===== config.mk =====
export PLATFORM = sky130hd
export DESIGN_NAME = weight_mem_sequencer
export DESIGN_NICKNAME = d
export VERILOG_FILES = /design/src/rtl/weight_mem_sequencer.sv
export SDC_FILE = /design/constraint.sdc
export NUM_CORES = 1
export LEC_CHECK = 0
export ABC_AREA = 1
export CORE_UTILIZATION = 49
export DETAILED_ROUTE_END_ITERATION = 10
export PLACE_DENSITY = 0.84
export SLEW_MARGIN = 5
export SYNTH_ARGS = -nofsm -noshare
export SYNTH_HDL_FRONTEND = slang
export SYNTH_SLANG_ARGS = --single-unit

===== constraint.sdc =====
create_clock -name clk -period 3.2 [get_ports clk]
set_input_delay 0.32 -clock clk [delete_from_list [all_inputs] [get_ports clk]]
set_output_delay 0.32 -clock clk [all_outputs]
set_load 0.03 [all_outputs]

===== src/rtl/weight_mem_sequencer.sv =====
// Weight memory sequencer: drives the synapse-weight memory port to bulk-load
// a full weight image from a byte stream (LOAD) or to read every entry back out
// as an address-tagged stream (SCAN). Every output is a flop.

module weight_mem_sequencer #(
    parameter int unsigned DW    = 8,
    parameter int unsigned AW    = 4,
    parameter int unsigned DEPTH = 16   // entries per operation, at most 2**AW
) (
    input  logic          clk,
    input  logic          rst,
    input  logic          start_load,
    input  logic          start_scan,
    input  logic          in_valid,
    output logic          in_ready,
    input  logic [DW-1:0] in_data,
    output logic [AW-1:0] mem_addr,
    output logic          mem_we,
    output logic [DW-1:0] mem_wdata,
    input  logic [DW-1:0] mem_rdata,
    output logic          out_valid,
    input  logic          out_ready,
    output logic [DW-1:0] out_data,
    output logic [AW-1:0] out_addr,
    output logic          busy,
    output logic          done
);

    typedef enum logic [2:0] {
        StIdle,
        StLoad,
        StLoadWr,
        StScanRd,
        StScanCap,
        StScanOut,
        StDone
    } state_e;

    // Termination index; idx never wraps because the operation ends here.
    localparam logic [AW-1:0] LastIdx = AW'(DEPTH - 1);

    state_e        state_q;
    logic [AW-1:0] idx_q;

    logic          in_ready_q;
    logic [AW-1:0] mem_addr_q;
    logic          mem_we_q;
    logic [DW-1:0] mem_wdata_q;
    logic          out_valid_q;
    logic [DW-1:0] out_data_q;
    logic [AW-1:0] out_addr_q;
    logic          busy_q;
    logic          done_q;

    logic          idx_last;
    logic [AW-1:0] idx_inc;

    // Index helpers shared by the load and scan paths.
    always_comb begin
        idx_last = (idx_q == LastIdx);
        idx_inc  = idx_q + 1'b1;
    end

    // Sequencer FSM; outputs are registered alongside the state.
    always_ff @(posedge clk) begin
        if (rst) begin
            state_q     <= StIdle;
            idx_q       <= '0;
            in_ready_q  <= 1'b0;
            mem_addr_q  <= '0;
            mem_we_q    <= 1'b0;
            mem_wdata_q <= '0;
            out_valid_q <= 1'b0;
            out_data_q  <= '0;
            out_addr_q  <= '0;
            busy_q      <= 1'b0;
            done_q      <= 1'b0;
        end else begin
            // done is a single-cycle pulse unless re-armed below
            done_q <= 1'b0;

            unique case (state_q)
                StIdle: begin
                    busy_q <= 1'b0;
                    // LOAD has priority; a simultaneous scan request is dropped
                    if (start_load) begin
                        state_q    <= StLoad;
                        idx_q      <= '0;
                        in_ready_q <= 1'b1;
                        busy_q     <= 1'b1;
                    end else if (start_scan) begin
                        state_q    <= StScanRd;
                        idx_q      <= '0;
                        mem_addr_q <= '0;
                        busy_q     <= 1'b1;
                    end
                end

                StLoad: begin
                    if (in_valid && in_ready_q) begin
                        state_q     <= StLoadWr;
                        in_ready_q  <= 1'b0;
                        mem_we_q    <= 1'b1;
                        mem_addr_q  <= idx_q;
                        mem_wdata_q <= in_data;
                    end
                end

                StLoadWr: begin
                    // write strobe lasts exactly this one cycle
                    mem_we_q <= 1'b0;
                    if (idx_last) begin
                        state_q <= StDone;
                        done_q  <= 1'b1;
                    end else begin
                        state_q    <= StLoad;
                        idx_q      <= idx_inc;
                        in_ready_q <= 1'b1;
                    end
                end

                StScanRd: begin
                    // address is on the port this cycle; data returns next cycle
                    state_q    <= StScanCap;
                    mem_we_q   <= 1'b0;
                    mem_addr_q <= idx_q;
                end

                StScanCap: begin
                    state_q     <= StScanOut;
                    out_data_q  <= mem_rdata;
                    out_addr_q  <= idx_q;
                    out_valid_q <= 1'b1;
                end

                StScanOut: begin
                    // out_* hold steady until the consumer takes the word
                    if (out_ready) begin
                        out_valid_q <= 1'b0;
                        if (idx_last) begin
                            state_q <= StDone;
                            done_q  <= 1'b1;
                        end else begin
                            state_q    <= StScanRd;
                            idx_q      <= idx_inc;
                            mem_addr_q <= idx_inc;
                        end
                    end
                end

                StDone: begin
                    state_q <= StIdle;
                    busy_q  <= 1'b0;
                end

                default: begin
                    state_q <= StIdle;
                end
            endcase
        end
    end

    assign in_ready  = in_ready_q;
    assign mem_addr  = mem_addr_q;
    assign mem_we    = mem_we_q;
    assign mem_wdata = mem_wdata_q;
    assign out_valid = out_valid_q;
    assign out_data  = out_data_q;
    assign out_addr  = out_addr_q;
    assign busy      = busy_q;
    assign done      = done_q;

`ifndef SYNTHESIS
    // Each registered flag mirrors exactly one state (or its complement).
    a_we_only_in_wr : assert property (@(posedge clk) disable iff (rst)
        mem_we_q == (state_q == StLoadWr));
    a_ready_only_in_load : assert property (@(posedge clk) disable iff (rst)
        in_ready_q == (state_q == StLoad));
    a_valid_only_in_out : assert property (@(posedge clk) disable iff (rst)
        out_valid_q == (state_q == StScanOut));
    a_busy_not_idle : assert property (@(posedge clk) disable iff (rst)
        busy_q == (state_q != StIdle));
    a_done_in_done : assert property (@(posedge clk) disable iff (rst)
        done_q == (state_q == StDone));
`endif

endmodule


==> results of run 1 <==
worst paths after layout:
kind,startpoint,to,cells after the start
max,out_addr[2],out_addr[2],1
min,in_ready,in_ready,2
min reg2reg,in_ready,in_ready,2
max reg2reg,state_q[0],out_addr[3],5
registers in the layout, summed over array words and instances, names as in the netlist, 3 cells and up:
signal,cells
idx_q,4
out_data,8
mem_wdata,8
state_q,3
mem_addr,4
out_addr,4
power groups by stage:
stage	Combinational [mW]	Clock [mW]	Sequential [mW]
after floorplan	0.367	0	0.691
after global placement	0.620	0	0.615
after detailed placement	0.631	0	0.617
after CTS	0.634	0.329	0.608
after global routing	0.709	0.354	0.621
final	0.635	0.322	0.606
cell usage in the layout (no fill, tap or decap), types with 3 or more instances in the layout:
| cell | n |
|---|---|
| o21ai_0 | 24 |
| inv_1 | 10 |
| nand4_1 | 3 |
| a21oi_1 | 13 |
| nor2_4 | 4 |
| clkbuf_4 | 5 |
| nor2_2 | 3 |
| nand2_1 | 38 |
| nand2_2 | 4 |
| nand3_2 | 3 |
| inv_2 | 6 |
| nor2_1 | 52 |
| nand3_1 | 12 |
| clkdlybuf4s50_1 | 50 |
| dfxtp_1 | 36 |
per-stage QoR:
step | instance area, um2 | utilization | power (mW)
5_1_grt | 2210 | 0.711 | 1.68
6_report | 2210 | 0.711 | 1.56
3_3_place_gp | 2130 | 0.685 | 1.23
2_1_floorplan | 1620 | - | 1.06
3_5_place_dp | 2130 | 0.685 | 1.25
4_1_cts | 2210 | 0.711 | 1.57
metal layers:
layer,track usage,up-vias,routed length (um)
li1,-,821,-
met1,0.265,676,1600
met2,0.350,60,1510
met3,0.107,7,313
met4,0.0986,0,65
met5,0,-,0
area by class of cell:
cell class | count | area, um2 | share of cell area
Sequential cell | 36 | 721 | 0.327
Tap cell | 44 | 55.1 | 0.0249
Timing Repair Buffer | 50 | 500 | 0.227
Clock inverter | 3 | 42.5 | 0.0193
Multi-Input combinational cell | 164 | 791 | 0.358
Clock buffer | 5 | 37.5 | 0.0170
Inverter | 16 | 60.1 | 0.0272
kinds of logic after synthesis:
group | share of synthesized area
simple gates | 0.353
compound gates | 0.122
flops | 0.445
buf+inv | 0.0665
xor+xnor | 0.00541
fa+ha+maj | 0.00773
==> impl_metrics.env, run 1 <==
export IMPL_outcome="completed"
export IMPL_peakVddDrop_v=0.000385
export IMPL_synth_top_cell_area_share=0.445
export IMPL_path_cells="clkdlybuf4s50_1"
export IMPL_post_cts_buffers=0
export IMPL_nNetsFinal=296
export IMPL_synth_fp_nets=247
export IMPL_cp_num_buf_inv=1
export IMPL_synth_top_cells_by_count="nor2_1 (52), nand2_1 (38), dfxtp_1 (36)"
export IMPL_maxCapViolCount=0
export IMPL_path_class="reg -> out"
export IMPL_power_share_switching=0.398
export IMPL_grt_setup_unrepaired="no"
export IMPL_pin_count=51
export IMPL_finalHoldViolCount=0
export IMPL_postCtsHoldBufs=0
export IMPL_dieArea_um2=3540
export IMPL_cts_buffers=5
export IMPL_grt_max_degree=31
export IMPL_port_buffers=50
export IMPL_finalClockSkew_ns=0.00578
export IMPL_cp_max_fo=2
export IMPL_area_growth_syn_to_layout_pct=36.3
export IMPL_drt_initial_drc_count=72
export IMPL_grt_pass1_wl_um=5810
export IMPL_grt_use_total=0.226
export IMPL_fmax_mhz=579
export IMPL_drive_above_1_share=0.106
export IMPL_die_w_um=59.5
export IMPL_critPathTopFamily="buffers and inverters"
export IMPL_synth_area_per_cell_um2=7.23
export IMPL_fp_coreArea_um2=3100
export IMPL_synth_ff_type="dfxtp_1"
export IMPL_end_kind="output pin"
export IMPL_power_density_nw_per_um2=708
export IMPL_drt_first_pass_iters=4
export IMPL_rows=20
export IMPL_power_share_sequential=0.388
export IMPL_cts_resized=0
export IMPL_synth_area_top_cells="dfxtp_1 (45%), nor2_1 (12%), nand2_1 (8.8%)"
export IMPL_synth_largest_area_cell="dfxtp_1"
export IMPL_cp_arrival_ns=1.41
export IMPL_clockBufferDepth=2
export IMPL_switchingPower_uw=622
export IMPL_synth_most_common_cell="nor2_1"
export IMPL_netlist_cell_type_count=26
export IMPL_grt_pass1_vias=1380
export IMPL_worstSetupStartpointType="register"
export IMPL_cts_sink_count=36
export IMPL_vias_per_cell=4.92
export IMPL_ys_warn_count=0
export IMPL_wirelength_um=3490
export IMPL_gp_congestion=0.848
export IMPL_fillers=283
export IMPL_hold_path_class="reg -> reg"
export IMPL_cpPeakStageDelay_ns=0.69
export IMPL_layout_cells_non_filler=318
export IMPL_synth_cells=224
export IMPL_relSlewSlack=0.506
export IMPL_die_y_um=59.5
export IMPL_synth_edff_count=0
export IMPL_p_int_uw=941
export IMPL_gr_total_overflow=0
export IMPL_async_reset_ff_frac=0
export IMPL_setup_viol=0
export IMPL_wl_per_cell_um=11.0
export IMPL_period_needed_ns=1.73
export IMPL_fin_crit_sh=0.540
export IMPL_dp_hpwl_um=2430
export IMPL_cts_root_buf="clkbuf_4"
export IMPL_htree_levels=2
export IMPL_finalSetupTns_ns=0
export IMPL_slowest_stage="clkdlybuf4s50_1"
export IMPL_clkPwrFrac=0.206
export IMPL_tightest_slew_ns=0.740
export IMPL_ant_nets=0
export IMPL_synth_ff_latch_count=36
export IMPL_antenna_found_initial=0
export IMPL_whs_ns=0.470
export IMPL_vias=1564
export IMPL_cts_tree="built"
export IMPL_p_leak_nw=0.923
export IMPL_placed_cells=310
export IMPL_ys_seq_area_frac=0.445
export IMPL_dp_slack_ns=1.26
export IMPL_fin_ws_ns=1.47
export IMPL_clk_pin_slew_ns=0.11
export IMPL_start_util=0.522
export IMPL_drc_errors=0
export IMPL_crit_required_ns=2.88
export IMPL_synth_cell_area_um2=1620
export IMPL_antennaDiodeCount=0
export IMPL_rrSetupSlack_ns=1.54
export IMPL_comb_power_share=0.406
export IMPL_slew_viol_final=0
export IMPL_insertion_delay_ns=0.35
No activity file was read; power rests on OpenSTA's default activity.
==> inputs of run 2 (changes only) <==
--- a/config.mk
+++ b/config.mk
@@ -6,9 +6,9 @@
 export NUM_CORES = 1
 export LEC_CHECK = 0
 export ABC_AREA = 1
-export CORE_UTILIZATION = 49
+export CORE_UTILIZATION = 46
 export DETAILED_ROUTE_END_ITERATION = 10
-export PLACE_DENSITY = 0.84
+export PLACE_DENSITY = 0.79
 export SLEW_MARGIN = 5
 export SYNTH_ARGS = -nofsm -noshare
 export SYNTH_HDL_FRONTEND = slang
==> constraint.sdc (replaced) <==
create_clock -name clk -period 1.68 [get_ports clk]
set_input_delay 0.168 -clock clk [delete_from_list [all_inputs] [get_ports clk]]
set_output_delay 0.168 -clock clk [all_outputs]
set_load 0.03 [all_outputs]
==> run 2 against run 1 <==
First-iteration DRC count shrank 13%; sequential share of layout area shrank 0.22 points; hold slack lost 0.049 ns; total power grew 82%; utilization shrank 5.1 points; die area grew 6.3%; design area grew 0.68%; global-route usage shrank 1.6 points; wire length grew 2.9%; clock power grew 48%; via count shrank 1.9%; largest power group unchanged.
==> impl_metrics.env, run 2 (synthesized netlist as in run 1, its figures left out) <==
export IMPL_grt_pass1_wl_um=5810
export IMPL_layout_common_cells="nor2_1 (52), clkdlybuf4s50_1 (50), nand2_1 (38), dfxtp_1 (36), o21ai_0 (24)"
export IMPL_power_density_nw_per_um2=1280
export IMPL_insertion_delay_ns=0.32
export IMPL_cts_resized=0
export IMPL_relSlewSlack=0.745
export IMPL_port_buffers=50
export IMPL_end_kind="output pin"
export IMPL_antenna_found_initial=0
export IMPL_slew_viol_final=0
export IMPL_grt_pass1_vias=1336
export IMPL_grt_setup_unrepaired="no"
export IMPL_ant_nets=0
export IMPL_crit_required_ns=1.51
export IMPL_clk_pin_slew_ns=0.11
export IMPL_wl_per_cell_um=11.1
export IMPL_slowest_stage="clkdlybuf4s50_1"
export IMPL_drc_errors=0
export IMPL_post_cts_buffers=0
export IMPL_maxCapViolCount=0
export IMPL_pin_count=51
export IMPL_setup_viol=0
export IMPL_vias_per_cell=4.74
export IMPL_multi_input_area_um2=791
export IMPL_start_util=0.481
export IMPL_gr_total_overflow=0
export IMPL_finalClockSkew_ns=0.00523
export IMPL_htree_levels=2
export IMPL_vias=1535
export IMPL_dieArea_um2=3760
export IMPL_drt_first_pass_iters=4
export IMPL_path_cells="clkdlybuf4s50_1"
export IMPL_fillers=327
export IMPL_fp_coreArea_um2=3360
export IMPL_cts_buffers=5
export IMPL_finalSetupTns_ns=0
export IMPL_dp_hpwl_um=2690
export IMPL_peakVddDrop_v=0.000674
export IMPL_area_growth_syn_to_layout_pct=37.2
export IMPL_fmax_mhz=655
export IMPL_drt_initial_drc_count=63
export IMPL_nNetsFinal=300
export IMPL_die_w_um=61.3
export IMPL_outcome="completed"
export IMPL_postCtsHoldBufs=0
export IMPL_wirelength_um=3590
export IMPL_total_power_mw=2.84
export IMPL_gp_congestion=0.924
export IMPL_layout_area_seq_um2=721
export IMPL_p_leak_nw=0.932
export IMPL_drive_above_1_share=0.115
export IMPL_path_class="reg -> out"
export IMPL_cts_root_buf="clkbuf_4"
export IMPL_cp_num_buf_inv=1
export IMPL_worstSetupStartpointType="register"
export IMPL_grt_max_degree=17
export IMPL_cts_sink_count=36
export IMPL_rows=21
export IMPL_cp_arrival_ns=1.36
export IMPL_die_y_um=61.3
export IMPL_cts_tree="built"
export IMPL_cpPeakStageDelay_ns=0.68
export IMPL_final_common_cell="nor2_1"
export IMPL_antennaDiodeCount=0
export IMPL_fin_crit_sh=0.909
export IMPL_clockBufferDepth=2
export IMPL_period_needed_ns=1.53
export IMPL_critPathTopFamily="buffers and inverters"
export IMPL_hold_path_class="in -> reg"
export IMPL_grt_use_total=0.209
export IMPL_tightest_slew_ns=0.383
export IMPL_cp_max_fo=2
export IMPL_finalHoldViolCount=0
==> run 2: path summary, 6_finish.rpt <==
path / depth (start not counted) / slack [ns] / end / startpoint
worst min-delay path: 3 / 0.42 / mem_wdata[5] / in_data[5]
worst max register to register: 7 / 0.19 / idx_q[3] / state_q[0]
worst min register to register: 2 / 0.47 / out_valid / out_valid
worst max-delay path: 1 / 0.15 / mem_wdata[1] / mem_wdata[1]
==> run 2: where the power goes <==
part	switching (mW)	internal, mW	leakage [nW]
Combinational	0.725	0.482	0.607
Sequential	0.152	1.01	0.293
Clock	0.272	0.205	0.0315
Total	1.15	1.70	0.932
==> run 2: area by class of cell <==
cell class              instances  share of cell area
repair buffers                 54               0.239
inverters                      16              0.0270
clock buffers                   7              0.0248
multi-input cells             164               0.356
well taps                      46              0.0259
clock inverters                 1             0.00338
flip-flops and latches         36               0.324
==> run 2: worst reg2reg max path, cell delays in order (launching register included) <==
cell	delay (ns)
dfxtp_1	0.57
inv_1	0.11
nand3_1	0.14
nand2_2	0.10
nand2_1	0.11
nand2_2	0.11
a21oi_1	0.19
nor2_1	0.07
==> run 2: layer usage <==
| layer | track usage | wire length [um] | up-vias |
|---|---|---|---|
| met5 | 0 | 0 | - |
| met4 | 0.0617 | 38 | 0 |
| met3 | 0.0567 | 160 | 4 |
| met2 | 0.340 | 1640 | 35 |
| met1 | 0.272 | 1750 | 670 |
| li1 | - | - | 826 |
==> run 2: metrics by stage <==
step / cell area (um2) / instances / hold slack (ns) / utilization / worst slack, ns
2_1_floorplan: 1620 / 224 / 0.237 / - / 0.388
3_3_place_gp: 2160 / 316 / 0.453 / 0.642 / 0.263
3_5_place_dp: 2160 / 316 / 0.452 / 0.642 / 0.201
4_1_cts: 2220 / 324 / 0.408 / 0.661 / 0.132
5_1_grt: 2220 / 324 / 0.422 / 0.661 / 0.0190
6_report: 2220 / 324 / 0.421 / 0.661 / 0.153
==> inputs of run 3 (changes only) <==
--- a/config.mk
+++ b/config.mk
@@ -13,3 +13,4 @@
 export SYNTH_ARGS = -nofsm -noshare
 export SYNTH_HDL_FRONTEND = slang
 export SYNTH_SLANG_ARGS = --single-unit
+export TNS_END_PERCENT = 1
==> results of run 3 <==
Same layout as run 2: the final DEF is identical, and so are final timing and power.
